<file path="src/rtl/plab4_net_route_pkg.sv">
// Shared route/mode encodings for the ring route-compute stage.
package plab4_net_route_pkg;

    localparam logic [1:0] ROUTE_PREV = 2'b00;
    localparam logic [1:0] ROUTE_NEXT = 2'b01;
    localparam logic [1:0] ROUTE_TERM = 2'b10;

    localparam logic [1:0] MODE_GREEDY     = 2'b00;
    localparam logic [1:0] MODE_ADAPTIVE   = 2'b01;
    localparam logic [1:0] MODE_FIXED_NEXT = 2'b10;
    localparam logic [1:0] MODE_FIXED_PREV = 2'b11;

endpackage

</file>
<file path="src/rtl/plab4_net_ring_hops.sv">
// Ring hop distances from this router to dest, taken modulo the true ring size.
module plab4_net_ring_hops #(
    parameter int p_router_id   = 0,
    parameter int p_num_routers = 8,
    parameter int c_dest_nbits  = $clog2(p_num_routers)
) (
    input  logic [c_dest_nbits-1:0] dest,
    output logic [c_dest_nbits:0]   forw,
    output logic [c_dest_nbits:0]   backw,
    output logic                    tie,
    output logic                    is_self,
    output logic                    out_of_range
);

    localparam logic [c_dest_nbits:0] c_id = p_router_id[c_dest_nbits:0];
    localparam logic [c_dest_nbits:0] c_nr = p_num_routers[c_dest_nbits:0];

    logic [c_dest_nbits:0] dest_x;

    // One extra bit keeps dest + N - id from wrapping on non-power-of-two rings.
    assign dest_x       = {1'b0, dest};
    assign forw         = (dest_x >= c_id) ? dest_x - c_id : dest_x + c_nr - c_id;
    assign backw        = c_nr - forw;
    assign tie          = (forw == backw);
    assign is_self      = (dest_x == c_id);
    assign out_of_range = (dest_x >= c_nr);

endmodule

</file>
<file path="src/rtl/plab4_net_adaptive_route_unit.sv">
// Route-compute stage: picks PREV/NEXT/TERM at enqueue, buffers 2 entries, credit-gates the head.
module plab4_net_adaptive_route_unit
    import plab4_net_route_pkg::*;
#(
    parameter int p_router_id     = 0,
    parameter int p_num_routers   = 8,
    parameter int p_payload_nbits = 32,
    parameter int p_num_credits   = 4,
    localparam int c_dest_nbits   = $clog2(p_num_routers)
) (
    input  logic                       clk,
    input  logic                       reset,
    input  logic                       in_val,
    output logic                       in_rdy,
    input  logic [c_dest_nbits-1:0]    in_dest,
    input  logic                       in_sd,
    input  logic [p_payload_nbits-1:0] in_payload,
    input  logic [1:0]                 mode,
    input  logic                       credit_next,
    input  logic                       credit_prev,
    output logic                       out_val,
    input  logic                       out_rdy,
    output logic [1:0]                 out_route,
    output logic [c_dest_nbits-1:0]    out_dest,
    output logic                       out_sd,
    output logic [p_payload_nbits-1:0] out_payload,
    output logic                       err
);

    localparam int c_cred_nbits = $clog2(p_num_credits + 1);
    localparam logic [c_cred_nbits-1:0] c_cred_max = p_num_credits[c_cred_nbits-1:0];

    logic [1:0][1:0]                 route_q;
    logic [1:0][c_dest_nbits-1:0]    dest_q;
    logic [1:0]                      sd_q;
    logic [1:0][p_payload_nbits-1:0] pay_q;
    logic                            wr_ptr, rd_ptr;
    logic [1:0]                      count;
    logic [c_cred_nbits-1:0]         cred_next, cred_prev;
    logic                            tie_next_q;
    logic                            err_q;

    logic [c_dest_nbits:0] forw, backw;
    logic                  tie, is_self, out_of_range;
    logic [1:0]            new_route;
    logic                  flip_tie;
    logic                  enq, deq, head_ok, dec_next, dec_prev;

    plab4_net_ring_hops #(
        .p_router_id   (p_router_id),
        .p_num_routers (p_num_routers),
        .c_dest_nbits  (c_dest_nbits)
    ) u_hops (
        .dest         (in_dest),
        .forw         (forw),
        .backw        (backw),
        .tie          (tie),
        .is_self      (is_self),
        .out_of_range (out_of_range)
    );

    always_comb begin
        new_route = (forw < backw) ? ROUTE_NEXT : ROUTE_PREV;
        flip_tie  = 1'b0;
        case (mode)
            MODE_GREEDY: begin
                if (tie) begin
                    new_route = tie_next_q ? ROUTE_NEXT : ROUTE_PREV;
                    flip_tie  = 1'b1;
                end
            end
            MODE_ADAPTIVE: begin
                if (tie) begin
                    if (cred_next > cred_prev)      new_route = ROUTE_NEXT;
                    else if (cred_next < cred_prev) new_route = ROUTE_PREV;
                    else begin
                        new_route = tie_next_q ? ROUTE_NEXT : ROUTE_PREV;
                        flip_tie  = 1'b1;
                    end
                end
            end
            MODE_FIXED_NEXT: new_route = ROUTE_NEXT;
            default:         new_route = ROUTE_PREV;
        endcase
        if (is_self || out_of_range) begin
            new_route = ROUTE_TERM;
            flip_tie  = 1'b0;
        end
    end

    always_comb begin
        case (route_q[rd_ptr])
            ROUTE_NEXT: head_ok = (cred_next != '0);
            ROUTE_PREV: head_ok = (cred_prev != '0);
            default:    head_ok = 1'b1;
        endcase
    end

    assign in_rdy      = reset && (count != 2'd2);
    assign out_val     = (count != 2'd0) && head_ok;
    assign enq         = in_val && in_rdy;
    assign deq         = out_val && out_rdy;
    assign dec_next    = deq && (route_q[rd_ptr] == ROUTE_NEXT);
    assign dec_prev    = deq && (route_q[rd_ptr] == ROUTE_PREV);
    assign out_route   = route_q[rd_ptr];
    assign out_dest    = dest_q[rd_ptr];
    assign out_sd      = sd_q[rd_ptr];
    assign out_payload = pay_q[rd_ptr];
    assign err         = err_q;

    always_ff @(posedge clk) begin
        if (!reset) begin
            route_q    <= '0;
            dest_q     <= '0;
            sd_q       <= '0;
            pay_q      <= '0;
            wr_ptr     <= 1'b0;
            rd_ptr     <= 1'b0;
            count      <= 2'd0;
            cred_next  <= c_cred_max;
            cred_prev  <= c_cred_max;
            tie_next_q <= 1'b1;
            err_q      <= 1'b0;
        end else begin
            if (enq) begin
                route_q[wr_ptr] <= new_route;
                dest_q[wr_ptr]  <= in_dest;
                sd_q[wr_ptr]    <= in_sd;
                pay_q[wr_ptr]   <= in_payload;
                wr_ptr          <= ~wr_ptr;
                if (flip_tie)     tie_next_q <= ~tie_next_q;
                if (out_of_range) err_q      <= 1'b1;
            end
            if (deq) rd_ptr <= ~rd_ptr;
            count <= count + {1'b0, enq} - {1'b0, deq};

            // A return pulse in the same cycle as a consuming dequeue cancels out.
            if (dec_next && !credit_next)
                cred_next <= cred_next - 1'b1;
            else if (!dec_next && credit_next && cred_next != c_cred_max)
                cred_next <= cred_next + 1'b1;
            if (dec_prev && !credit_prev)
                cred_prev <= cred_prev - 1'b1;
            else if (!dec_prev && credit_prev && cred_prev != c_cred_max)
                cred_prev <= cred_prev + 1'b1;
        end
    end

endmodule

</file>
<file path="config.mk">
export PLATFORM = sky130hd
export DESIGN_NAME = plab4_net_adaptive_route_unit
export DESIGN_NICKNAME = d
export VERILOG_FILES = /design/src/rtl/plab4_net_route_pkg.sv /design/src/rtl/plab4_net_ring_hops.sv /design/src/rtl/plab4_net_adaptive_route_unit.sv
export SDC_FILE = /design/constraint.sdc
export NUM_CORES = 1
export LEC_CHECK = 0
export ABC_AREA = 1
export CAP_MARGIN = 40
export CORE_ASPECT_RATIO = 0.8
export CORE_UTILIZATION = 51
export CTS_CLUSTER_SIZE = 16
export DETAILED_ROUTE_END_ITERATION = 8
export GPL_TIMING_DRIVEN = 0
export PLACE_DENSITY = 0.8
export SYNTH_ARGS = -nofsm -noshare
export SYNTH_HDL_FRONTEND = slang
export SYNTH_SLANG_ARGS = --single-unit
export TNS_END_PERCENT = 100
</file>
<file path="constraint.sdc">
create_clock -name clk -period 2.3 [get_ports clk]
set_clock_uncertainty 0.05 [all_clocks]
set_input_delay 0.23 -clock clk [delete_from_list [all_inputs] [get_ports clk]]
set_output_delay 0.23 -clock clk [all_outputs]
set_load 0.1 [all_outputs]
</file>
Word level (Yosys, flattened, before mapping):

Cells that the tools add are included.
Widths: inputs -> output; s select.

* register bits: 88
* input port bits: 44
* logic and storage cells: 108
* output and inout bits: 41

* bitwise gates (word level): 3
* reductions and logical operators: 28
* mux-type cells: 40
* $add $sub $neg: 8
* $lt $le $gt $ge: 8
* equal/unequal tests: 7

Operators by type and width (number)
* $mux 32: 3
* $bwmux 64: 1
* $demux 32 s1: 1
* $mux 3: 7
* $mux 1: 14
* $logic_and 1x1->1: 13
* $mux 2: 4
* $add 3x1->3 const B: 2
* $bwmux 6: 1
* $ne 3x3->1 const B: 2
* $pmux 2 s3: 1
* $reduce_bool 2->1: 3
* $reduce_bool 3->1: 2
* $sub 3x1->3 const B: 2
* $add 3x4->4 const B: 1
* $bwmux 4: 1
* $eq 2x1->1 const B: 2
* $eq 4x4->1: 1
* $ge 3x4->1 const B: 1
* $logic_not 1->1: 4
* $logic_not 2->1: 2
* $logic_not 4->1: 1
* $lt 1x2->1 const B: 2
* $lt 4x4->1: 1
* other kinds (18): 22

Logic depth before layout (Yosys ltp):

* depth in word-level cells: 12
* depth in mapped cells: 13
* depth with buffers taken out: 13

Cells and area by module:

A second synthesis with hierarchy kept.

* cell total of the unflattened synthesis: 585
* area total of the unflattened synthesis: 4092.7 um^2

Modules (own cells, without submodules)
* plab4_net_adaptive_route_unit: sequential area each 1761.7 um^2, area each 3973.8 um^2, times used 1, cells an instance 564
* plab4_net_ring_hops: sequential area each 0.0 um^2, area each 118.9 um^2, times used 1, cells an instance 21

Least setup slack after synthesis:

Ideal clock, no wire load.

* path kind: reg2out
* start point: register rd_ptr
* end point: output out_payload[27]
* cell stages (with the launch flop): 4
* slack: -0.837 ns
* data required time: 2.020 ns
* buffers on the path: 2
* arrival time: 2.857 ns
* cells stage by stage: dfxtp_1 -> clkbuf_1 -> clkbuf_1 -> o21ai_0

* word-level cells in the longest chain between the ends: 2

Ends and longest elaborated chain
* start: declaration: RTL line plab4_net_adaptive_route_unit.sv:37 `logic wr_ptr, rd_ptr;`
* start signal: assignment: RTL line plab4_net_adaptive_route_unit.sv:134 `if (deq) rd_ptr <= ~rd_ptr;`
* $mux 32 (not written as such) (2 in series): RTL line plab4_net_adaptive_route_unit.sv:108 `assign out_payload = pay_q[rd_ptr];`
* end: declaration: RTL line plab4_net_adaptive_route_unit.sv:26 `output logic [p_payload_nbits-1:0] out_payload,`

Every way passes these cells. The select of a mux whose other input is x is not followed.

Worst setup path in the final report:

* start point: register rd_ptr
* end point: output out_payload[7]

Same word-level chain as after synthesis.

==> results.ini <==
[timing]
fmax_mhz = 440
maxSlewHeadroom_pct = 58.6
finalSetupViolCount = 0
fin_crit_ns = 2.28
fin_crit_sh_pct = 98.9
setup_ws_ns = 0.0248
drv_slew = 0
tightest_slew_ns = 0.614
hold_viol_final = 0
rsz0062_at_grt = yes

[detailed_routing]
wire_per_inst_um = 15.1
first_iter_violations = 235
num_vias = 4122
drtPass1Iterations = 5
drc = 0
postRouteWirelength_um = 11700
ant_nets = 0
routed_via_density = 5.31

[floorplan]
start_util_pct = 53.2
dieArea_sq_um = 8180
rows = 28
io_pins = 85
die_y_um = 81.1
die_x_um = 101
core_area_sq_um = 7500

[finish]
layout-drive-gt1-share_pct = 16.7
fillers = 533
finalNonFillerCells = 776
area_growth_syn_to_layout_pct = 45.2
nets = 720
n_antenna_cell = 0

[critical_path]
worstSetupPathType = flop to primary output
reg2reg_depth = 12
r2r_slack_ns = 0.22
cp-start-kind = flop
reg2reg_to = cred_prev[2]$_SDFFE_PN1P_
arrival_ns = 2.00
cp_max_fo = 10
worstPathRequired_ns = 2.02
reg2reg_from = rd_ptr$_SDFFE_PN0N_
end_kind = primary output

[clock_tree]
htreeDepth = 3
cts_tree = built
postCtsSetupBuffers = 0
cts_hold_buf = 0
clock_latency_ns = 0.37
clkTransAtPathRegs_ns = 0.09
clockRootBuffer = clkbuf_8
clock_path_buffers = 2
cts_buffers = 9
clock_sinks = 87

[logic_synthesis]
synth-seq-area-share_pct = 43.7
yosysTopAreaCell = dfxtp_1
async_flop_share_pct = 0
synthTopCellsByCount = nand2_1 (139), dfxtp_1 (87), o21ai_0 (81)
synth_nets = 614
post-synth-top-count-cell = nand2_1
synthCells = 560
synth_area_sq_um = 3990
ys_ff_latch = 87
synth_area_leaders = dfxtp_1 (44%), nand2_1 (13%), o21ai_0 (10%)
ys.flop_type = dfxtp_1
syn_area_per_cell_sq_um = 7.12
synth_edf_count = 0
ys_types = 31
synth_top_area_share_pct = 43.7
yosysWarnings = 0

[global_routing]
grt_pass1_vias = 4245
grt_pass1_wl_um = 19200
grt_max_degree = 16
antenna_found_initial = 0
overflow = 0
grt_usage_pct = 30.2

[place]
dp.cells = 788
dp_hpwl_um = 8500
portBuffers = 83
place_ws_ns = -0.294
gp_congestion = 0.811

[power]
leakage_nw = 2.57
power.density_nw_per_um2 = 1070
ir_drop_mv = 0.603

[hold_path]
whs_path_depth = 3
min_to = pay_q[48]$_SDFFE_PN0P_
min-delay-start = in_payload[16]
hold_path_class = input port to flop

[outcome]
outcome = finished, final reports clean

[job]
cap_violations = 0

==> metal layers <==
| layer | vias up | track usage, % | routed length (um) |
|---|---|---|---|
| li1 | 2009 | - | - |
| met1 | 1923 | 36.1 | 4910 |
| met2 | 164 | 53.8 | 5810 |
| met3 | 26 | 7.23 | 739 |
| met4 | 0 | 10.0 | 237 |
| met5 | - | 0 | 0 |
==> cells in the final DEF, fill, tap and decap left out, types with 2 or more instances in the layout <==
cell type        instances
a21oi_1                 43
buf_1                    3
buf_12                  33
buf_2                    2
buf_4                    2
buf_6                    5
buf_8                    7
clkbuf_1                16
clkbuf_8                13
clkdlybuf4s50_1         53
clkinvlp_4               2
dfxtp_1                 85
fa_1                     2
ha_1                     8
inv_1                   73
inv_2                    4
inv_6                    2
nand2_1                138
nand2_2                  2
nand3_1                 53
nand3_2                  5
nand4_1                  2
nor2_1                  13
nor2_4                   4
o21ai_0                 52
o21ai_1                  6
o21ai_2                 23
o22ai_1                  2
xor2_1                   2
==> flip-flops by register name, summed over array words and instances (netlist names) <==
| name | flops |
|---|---|
| dest_q | 6 |
| rd_ptr | 1 |
| count | 2 |
| cred_next | 3 |
| wr_ptr | 1 |
| route_q | 4 |
| cred_prev | 3 |
| sd_q | 2 |
| pay_q | 64 |
| tie_next_q | 1 |
==> how the worst max path moves through the flow <==
stage                              startpoint              end  slack [ns]  cells after the start
final                     rd_ptr$_SDFFE_PN0N_   out_payload[7]        0.02                      5
after global routing      rd_ptr$_SDFFE_PN0N_   out_payload[7]      -0.002                      5
after CTS                 rd_ptr$_SDFFE_PN0N_  out_payload[28]       0.001                      6
after detailed placement  rd_ptr$_SDFFE_PN0N_  out_payload[11]       -0.29                      5
after global placement    rd_ptr$_SDFFE_PN0N_  out_payload[26]       -0.69                      5
after floorplan           rd_ptr$_SDFFE_PN0N_  out_payload[31]       -0.64                      2
==> per-stage QoR <==
stage | hold slack [ns] | power (W) | instance area (sq um) | util, % | TNS (ns)
after floorplan | 0.290 | 0.00395 | 4080 | - | -4.61
after global placement | 0.382 | 0.00455 | 5040 | 67.3 | -20.70
after detailed placement | 0.392 | 0.00513 | 5660 | 75.5 | -7.36
after CTS | 0.374 | 0.00617 | 5840 | 77.9 | 0
after global routing | 0.375 | 0.00647 | 5790 | 77.3 | -0.00259
final | 0.379 | 0.00619 | 5790 | 77.3 | 0
==> critical path, cell delays in order, from the launching register on <==
cell and delay (ns):
dfxtp_4 0.38, clkbuf_8 0.18, clkbuf_8 0.20, o21ai_2 0.14, clkdlybuf4s50_1 0.54, buf_12 0.18
==> where the power goes <==
part	leakage, nW	switching, W	internal (W)	total [W]
registers	0.712	0.000110	0.00171	0.00182
clock network	0.0866	0.000574	0.000432	0.00101
logic	1.77	0.00221	0.00115	0.00336
==> repair_timing <==
item,4_1_cts,5_1_grt
pin swaps,0,0
setup endpoints to repair,37,23
resized for setup,39,25
==> final cells by class <==
type	count	area [sq um]	area share (%)
Sequential cell	87	1750	30.2
Buffer	32	210	3.63
Clock inverter	5	41.3	0.713
Clock buffer	11	141	2.44
Inverter	77	289	4.99
Tap cell	105	131	2.27
Timing Repair Buffer	95	1330	23.0
Multi-Input combinational cell	364	1900	32.8
==> cell families after synthesis <==
group | count (synthesis) | synth area share (%)
AOI/OAI and AO/OA | 130 | 16.8
xor gates and xnor gates | 2 | 0.439
adders and majority gates | 10 | 3.51
buffers and inverters | 109 | 11.0
DFF | 87 | 43.7
other | 1 | 0.0940
and+or+nand+nor | 221 | 24.5
Note: power is estimated with default switching activity, not from simulation.
